File: src/rtl/multicyc_mcu_pkg.sv
// Shared definitions for the multi-cycle MCU control unit.
//   Opcodes      : Instr[31:26] values recognised by the decoder.
//   ALUops       : 4-bit ALU operation codes driven on aluop.
//   MulticycCtrl : controller state enum plus the encodings used on
//                  alu_srcb_sel, pc_src_sel and iord.
// No ports; this file only holds packages.

package Opcodes;
  localparam logic [5:0] OP_RR    = 6'h00;
  localparam logic [5:0] OP_J     = 6'h02;
  localparam logic [5:0] OP_BEQ   = 6'h04;
  localparam logic [5:0] OP_ADDI  = 6'h08;
  localparam logic [5:0] OP_ADDIU = 6'h09;
  localparam logic [5:0] OP_LW    = 6'h23;
  localparam logic [5:0] OP_SW    = 6'h2B;
endpackage

package ALUops;
  localparam logic [3:0] ALU_ADD  = 4'd0;
  localparam logic [3:0] ALU_ADDU = 4'd1;
  localparam logic [3:0] ALU_SUB  = 4'd2;
  // RR: the ALU decodes the function field itself.
  localparam logic [3:0] ALU_RR   = 4'd8;
endpackage

package MulticycCtrl;
  typedef enum logic [3:0] {
    FETCH  = 4'd0,
    DECODE = 4'd1,
    MEMADR = 4'd2,
    MEMRD  = 4'd3,
    MEMWB  = 4'd4,
    MEMWR  = 4'd5,
    RREXE  = 4'd6,
    IMMEXE = 4'd7,
    ALUWB  = 4'd8,
    BEQ    = 4'd9,
    JMP    = 4'd10
  } state_t;

  localparam logic [1:0] SRCB_RT   = 2'd0;
  localparam logic [1:0] SRCB_FOUR = 2'd1;
  localparam logic [1:0] SRCB_SEXT = 2'd2;
  localparam logic [1:0] SRCB_SHL2 = 2'd3;

  localparam logic [1:0] PCSRC_ALU    = 2'd0;
  localparam logic [1:0] PCSRC_ALUOUT = 2'd1;
  localparam logic [1:0] PCSRC_JUMP   = 2'd2;

  localparam logic IORD_PC     = 1'b0;
  localparam logic IORD_ALUOUT = 1'b1;
endpackage

File: src/rtl/multicyc_mcu.sv
// Multi-cycle MCU control unit: a Moore FSM sequencing fetch, decode,
// memory, ALU, branch and jump steps for a small MIPS-like subset.
//
// Ports
//   clk, rst_n           clock, asynchronous active-low reset
//   opcode[5:0]          Instr[31:26] from the instruction register
//   mem_ready            memory completes the current access this cycle
//   zero                 ALU zero flag (branch condition)
//   pc_we, ir_we, iord, mem_re, mem_we, reg_we   datapath strobes
//   wreg_dst_sel, wrbck_data_sel, alu_srca_sel   datapath muxes
//   alu_srcb_sel[1:0], pc_src_sel[1:0], aluop[3:0]
//   illegal_op           one-cycle pulse in the FETCH after an unknown opcode
//   retired[31:0]        instructions completed (only with MULTICYC_PERF_CNT_EN)
//   state_dbg            current controller state, for observation
//
// Memory handshake: while in FETCH, MEMRD or MEMWR the controller holds its
// request (mem_re or mem_we) and its address select steady every cycle; the
// access completes, and the FSM advances, in the first cycle with
// mem_ready=1. mem_ready is ignored in all other states.
//
// Optional feature macro: MULTICYC_PERF_CNT_EN adds the retired counter.

module multicyc_mcu
  import MulticycCtrl::*;
  import Opcodes::*;
  import ALUops::*;
(
  input  logic        clk,
  input  logic        rst_n,
  input  logic [5:0]  opcode,
  input  logic        mem_ready,
  input  logic        zero,
  output logic        pc_we,
  output logic        ir_we,
  output logic        iord,
  output logic        mem_re,
  output logic        mem_we,
  output logic        reg_we,
  output logic        wreg_dst_sel,
  output logic        wrbck_data_sel,
  output logic        alu_srca_sel,
  output logic [1:0]  alu_srcb_sel,
  output logic [1:0]  pc_src_sel,
  output logic [3:0]  aluop,
  output logic        illegal_op,
`ifdef MULTICYC_PERF_CNT_EN
  output logic [31:0] retired,
`endif
  output state_t      state_dbg
);

  state_t state, next_state;
  logic   is_rr_q;
  logic   is_addiu_q;
  logic   illegal_q;
  logic   pc_we_raw, ir_we_raw, mem_we_raw, reg_we_raw;

  always_ff @(posedge clk or negedge rst_n) begin
    if (!rst_n) begin
      state      <= FETCH;
      is_rr_q    <= 1'b0;
      is_addiu_q <= 1'b0;
      illegal_q  <= 1'b0;
    end else begin
      state <= next_state;
      // Instruction class is latched in DECODE so later states decode from
      // registers only.
      if (state == DECODE) begin
        is_rr_q    <= (opcode == OP_RR);
        is_addiu_q <= (opcode == OP_ADDIU);
      end
      // DECODE only falls back to FETCH for an unknown opcode.
      illegal_q <= (state == DECODE) && (next_state == FETCH);
    end
  end

  always_comb begin
    next_state = state;
    case (state)
      FETCH:  if (mem_ready) next_state = DECODE;
      DECODE: begin
        case (opcode)
          OP_LW, OP_SW:     next_state = MEMADR;
          OP_RR:            next_state = RREXE;
          OP_ADDI, OP_ADDIU: next_state = IMMEXE;
          OP_BEQ:           next_state = BEQ;
          OP_J:             next_state = JMP;
          default:          next_state = FETCH;
        endcase
      end
      MEMADR: next_state = (opcode == OP_LW) ? MEMRD : MEMWR;
      MEMRD:  if (mem_ready) next_state = MEMWB;
      MEMWB:  next_state = FETCH;
      MEMWR:  if (mem_ready) next_state = FETCH;
      RREXE:  next_state = ALUWB;
      IMMEXE: next_state = ALUWB;
      ALUWB:  next_state = FETCH;
      BEQ:    next_state = FETCH;
      JMP:    next_state = FETCH;
      default: next_state = FETCH;
    endcase
  end

  always_comb begin
    pc_we_raw      = 1'b0;
    ir_we_raw      = 1'b0;
    mem_we_raw     = 1'b0;
    reg_we_raw     = 1'b0;
    iord           = IORD_PC;
    mem_re         = 1'b0;
    wreg_dst_sel   = 1'b0;
    wrbck_data_sel = 1'b0;
    alu_srca_sel   = 1'b0;
    alu_srcb_sel   = SRCB_RT;
    pc_src_sel     = PCSRC_ALU;
    aluop          = ALU_ADD;
    case (state)
      FETCH: begin
        mem_re       = 1'b1;
        alu_srcb_sel = SRCB_FOUR;
        // PC+4 and IR load only in the cycle the instruction word arrives.
        ir_we_raw    = mem_ready;
        pc_we_raw    = mem_ready;
      end
      DECODE: alu_srcb_sel = SRCB_SHL2;
      MEMADR: begin
        alu_srca_sel = 1'b1;
        alu_srcb_sel = SRCB_SEXT;
      end
      MEMRD: begin
        mem_re = 1'b1;
        iord   = IORD_ALUOUT;
      end
      MEMWB: begin
        reg_we_raw     = 1'b1;
        wrbck_data_sel = 1'b1;
      end
      MEMWR: begin
        mem_we_raw = 1'b1;
        iord       = IORD_ALUOUT;
      end
      RREXE: begin
        alu_srca_sel = 1'b1;
        aluop        = ALU_RR;
      end
      IMMEXE: begin
        alu_srca_sel = 1'b1;
        alu_srcb_sel = SRCB_SEXT;
        aluop        = is_addiu_q ? ALU_ADDU : ALU_ADD;
      end
      ALUWB: begin
        reg_we_raw   = 1'b1;
        wreg_dst_sel = is_rr_q;
      end
      BEQ: begin
        alu_srca_sel = 1'b1;
        aluop        = ALU_SUB;
        pc_src_sel   = PCSRC_ALUOUT;
        pc_we_raw    = zero;
      end
      JMP: begin
        pc_src_sel = PCSRC_JUMP;
        pc_we_raw  = 1'b1;
      end
      default: ;
    endcase
  end

  // Write strobes are qualified by rst_n so that no write escapes while reset
  // is held, even though FETCH still reacts to mem_ready.
  assign pc_we      = pc_we_raw  & rst_n;
  assign ir_we      = ir_we_raw  & rst_n;
  assign mem_we     = mem_we_raw & rst_n;
  assign reg_we     = reg_we_raw & rst_n;
  assign illegal_op = illegal_q;
  assign state_dbg  = state;

`ifdef MULTICYC_PERF_CNT_EN
  // Counts entries into FETCH from a completing state; DECODE->FETCH is the
  // illegal-opcode path and is not counted.
  always_ff @(posedge clk or negedge rst_n) begin
    if (!rst_n) begin
      retired <= 32'd0;
    end else if ((state != FETCH) && (state != DECODE) && (next_state == FETCH)) begin
      retired <= retired + 32'd1;
    end
  end
`endif

endmodule

File: config.mk
export PLATFORM = sky130hd
export DESIGN_NAME = multicyc_mcu
export DESIGN_NICKNAME = d
export VERILOG_FILES = /design/src/rtl/multicyc_mcu_pkg.sv /design/src/rtl/multicyc_mcu.sv
export SDC_FILE = /design/constraint.sdc
export NUM_CORES = 1
export LEC_CHECK = 0
export CORE_MARGIN = 2
export CORE_UTILIZATION = 39
export DETAILED_ROUTE_END_ITERATION = 7
export PLACE_DENSITY = 0.77
export SETUP_SLACK_MARGIN = 0.5
export SYNTH_ARGS = -nofsm -noshare
export SYNTH_HDL_FRONTEND = slang
export SYNTH_SLANG_ARGS = --single-unit
File: constraint.sdc
create_clock -name clk -period 1.86 [get_ports clk]
set_clock_uncertainty 0.2 [all_clocks]
set_input_delay 0.186 -clock clk [delete_from_list [all_inputs] [get_ports clk]]
set_output_delay 0.186 -clock clk [all_outputs]
set_load 0.01 [all_outputs]
==> flow_summary.yaml, run 1 <==
outcome:
  status: "did not finish"
  stop_stage: "global routing"
  error_line: "[ERROR DPL-0038] Utilization greater than 100%, impossible to legalize"
synthesis:
  synth_commonest_cells: "12 x nor2_1, 7 x dfrtp_1, 6 x a21oi_1"
  synth-edff-count: 0
  synth_top_area_frac: 0.263
  yosys_warnings: 0
  synth_ff_type: "dfrtp_1"
  yosys-top-cells-area: "dfrtp_1 26%, nor2_1 6.8%, a21oi_1 4.5%"
  yosys.area.top_type: "dfrtp_1"
  ys_ff_latch: 7
  syn_area_per_cell_sq_um: 7.56
  synth_area_sq_um: 666
  ys_seq_area_frac: 0.263
  yosys.cell_types.count: 37
  synth_most_common_cell: "nor2_1"
  synth_nets: 98
  synthCells: 88
  async_flop_share: 1.00
floorplanning:
  die_y_um: 45.3
  start_util: 0.427
  die_x_um: 45.3
  io-pin-count: 32
  placementRows: 14
sta:
  grt_repair_worst_endpoint: "pc_we"
  worst_endpoint_kind: "output port"
place:
  place_area_sq_um: 1170
  place_congestion: 0.880
  port_buffers: 30
  place_ws_ns: -0.397
  dp_hpwl_um: 1700
clock_tree:
  cts-htree-levels: 1
  hold_buffers: 0
  root_buffer: "clkbuf_4"
  clk_path_buf_depth: 2
  cts_buffers: 3
  clkSinkCount: 7
global_route:
  grt_max_degree: 11
what timing repair did:
action,CTS
pin swaps,14
resized for setup,122
gates cloned,1
endpoints found under the setup margin,28
setup buffers,15
cell families after synthesis:
group | after synthesis | share of synthesized area
muxes | 1 | 0.0150
and+or+nand+nor | 47 | 0.398
xor gates and xnor gates | 3 | 0.0395
AOI/OAI and AO/OA | 19 | 0.199
buffers and inverters | 10 | 0.0789
DFF | 7 | 0.263
other | 1 | 0.00563
metrics by stage:
stage	cells	utilization	setup TNS, ns
3_3_place_gp	150	0.752	-0.607
3_5_place_dp	150	0.752	-0.773
2_1_floorplan	88	-	0
4_1_cts	170	0.913	-0.0484
==> run 2: changes to the inputs <==
--- a/config.mk
+++ b/config.mk
@@ -5,11 +5,10 @@
 export SDC_FILE = /design/constraint.sdc
 export NUM_CORES = 1
 export LEC_CHECK = 0
-export CORE_MARGIN = 2
-export CORE_UTILIZATION = 39
+export CORE_AREA = 2 2 63 65
 export DETAILED_ROUTE_END_ITERATION = 7
-export PLACE_DENSITY = 0.77
-export SETUP_SLACK_MARGIN = 0.5
+export DIE_AREA = 0 0 65 67
+export PLACE_DENSITY_LB_ADDON = 0.15
 export SYNTH_ARGS = -nofsm -noshare
 export SYNTH_HDL_FRONTEND = slang
 export SYNTH_SLANG_ARGS = --single-unit
==> flow_summary.yaml, run 2 <==
place:
  port_buffers: 30
  place_area_sq_um: 1150
  place_congestion: 0.798
  dp_hpwl_um: 1780
  place_ws_ns: -0.464
clock_tree:
  hold_buffers: 0
  cts-htree-levels: 1
  clkTransAtPathRegs_ns: 0.04
  cts_buffers: 3
  clk_path_buf_depth: 2
  clkSinkCount: 7
  root_buffer: "clkbuf_8"
  cts_tree: "built"
  clk_latency_ns: 0.23
setup_path:
  worst-setup-path-type: "input pin to output pin"
  worst_path_max_delay_cell: "clkdlybuf4s50_1"
  critPathMaxStageDelay_ns: 0.47
  r2r-end: "is_addiu_q$_DFFE_PN0P_"
  reg2reg_from: "state_dbg[1]$_DFF_PN0_"
  cp-endpoint: "pc_we"
  cp-startpoint: "mem_ready"
  crit_fanout: 2
  worstSetupStartpointType: "input pin"
  ff2ff_setup_slack_ns: 0.08
  critPathRequiredTime_ns: 1.47
  r2r_cells: 4
  worstPathArrival_ns: 1.42
  end_kind: "output pin"
  path_cells: "clkdlybuf4s50_1 -> or3b_4 -> a21oi_2 -> o211a_1 -> buf_2"
final_layout:
  area.growth.synth_to_final_pct: 84.4
  layout-drive-gt1-share: 0.317
  multi_input_area_sq_um: 477
  nets: 150
  fin_util: 0.340
  mostFrequentLayoutCells: "22 x buf_4, 14 x clkdlybuf4s50_1, 12 x dlygate4sd2_1"
  seqCellArea_sq_um: 178
  n_antenna_cell: 0
  fillerInstances: 399
  design_area_sq_um: 1230
  layout_commonest_cell: "buf_4"
  largest_register_ffs: 4
route:
  drc_errors: 0
  wire_per_inst_um: 12.1
  initialDrtViolationCount: 25
  wirelength_um: 2260
  ant_nets: 0
  drtPass1Iterations: 4
  vias: 830
  vias_per_cell: 4.44
floorplanning:
  core_area_sq_um: 3610
  start_util: 0.185
  die-area_sq_um: 4360
  die_x_um: 65
  placementRows: 22
  io-pin-count: 32
  die_y_um: 67
synthesis:
  synth_ff_type: "dfrtp_1"
  ys_ff_latch: 7
  yosys-top-cells-area: "dfrtp_1 26%, nor2_1 6.8%, a21oi_1 4.5%"
  synth_most_common_cell: "nor2_1"
  synth_area_sq_um: 666
  synth_commonest_cells: "12 x nor2_1, 7 x dfrtp_1, 6 x a21oi_1"
  synthCells: 88
  synth_nets: 98
  yosys_warnings: 0
  yosys.cell_types.count: 37
  async_flop_share: 1.00
  synth_top_area_frac: 0.263
  yosys.area.top_type: "dfrtp_1"
  synth-edff-count: 0
  ys_seq_area_frac: 0.263
  syn_area_per_cell_sq_um: 7.56
sta:
  rsz0062_at_grt: "no"
  fmax_mhz: 553
  post-route-min-period_ns: 1.81
  fin_ws_ns: 0.0518
  setup_viol: 0
  finalHoldViolCount: 0
  final.period_utilization: 0.972
  slew_viol_final: 0
global_route:
  grt_overflow: 0
  grt_usage: 0.111
  grt_max_degree: 16
  antenna_found_initial: 0
  grt_pass1_vias: 819
  grt_first_pass_wirelength_um: 3700
power_and_ir_drop:
  power_per_cell_area_nw_per_um2: 557
  finalPower_mw: 0.684
  power.leakage_nw: 0.566
  max-vdd-ir-drop_mv: 0.134
outcome:
  status: "finished clean"
job:
  max-cap-violations: 0
min_path:
  hold_class: "input pin to asynchronous set/reset pin"
run 2: cell counts after synthesis:
Identical to the previous run, type by type.
run 2: worst max-delay path: cells and delay by family:
kind                   cells  cell delay [ns]
buffers and inverters      2             0.59
AND/OR/NAND/NOR            1             0.37
AO/OA/AOI/OAI              2             0.28
run 2: stage by stage:
| stage | TNS (ns) | hold WS (ns) | cells |
|---|---|---|---|
| after detailed placement | -1.18 | 0.287 | 181 |
| final | 0 | 0.0535 | 187 |
| after CTS | 0 | 0.0607 | 187 |
| after global placement | -1.09 | 0.288 | 181 |
| after global routing | 0 | 0.0732 | 187 |
| after floorplan | 0 | -0.310 | 88 |
run 2: worst min-delay path by stage:
stage / from / end / slack [ns] / depth (start not counted)
floorplan: rst_n / illegal_op$_DFF_PN0_ / -0.31 / 0
global placement: is_addiu_q$_DFFE_PN0P_ / is_addiu_q$_DFFE_PN0P_ / 0.29 / 1
detailed placement: is_addiu_q$_DFFE_PN0P_ / is_addiu_q$_DFFE_PN0P_ / 0.29 / 1
CTS: rst_n / state_dbg[0]$_DFF_PN0_ / 0.06 / 2
global route: rst_n / state_dbg[0]$_DFF_PN0_ / 0.07 / 2
finish: rst_n / state_dbg[0]$_DFF_PN0_ / 0.05 / 2
run 2: cells by family after synthesis:
kind of cell,synth area share
AO/OA/AOI/OAI,0.199
AND/OR/NAND/NOR,0.398
multiplexers,0.0150
flip-flops,0.263
other,0.00563
buffers and inverters,0.0789
XOR/XNOR,0.0395
run 2: timing repair:
item                       CTS  global route
setup endpoints to repair   16             5
resized for setup           32             8
setup buffers                2             0
pin swaps                    0             1
run 2: per-layer routing:
metal / share of wire / global-route usage / wire length [um] / vias up
met3: 0.060 / 0.0220 / 136 / 5
li1: - / - / - / 422
met1: 0.47 / 0.133 / 1060 / 376
met5: 0 / 0 / 0 / -
met4: 0.019 / 0.0479 / 44 / 0
met2: 0.45 / 0.192 / 1020 / 27
run 2: power breakdown:
part	total, mW	internal (mW)	switching (mW)
Sequential	0.176	0.165	0.0110
Combinational	0.294	0.159	0.135
Clock	0.214	0.148	0.0662
run 2: layout make-up:
type / instances / share of cell area
Clock buffer: 4 / 0.0367
Multi-Input combinational cell: 71 / 0.388
Inverter: 3 / 0.00917
Sequential cell: 7 / 0.145
Timing Repair Buffer: 54 / 0.372
Tap cell: 48 / 0.0489
(Power assumes the default switching activity.)
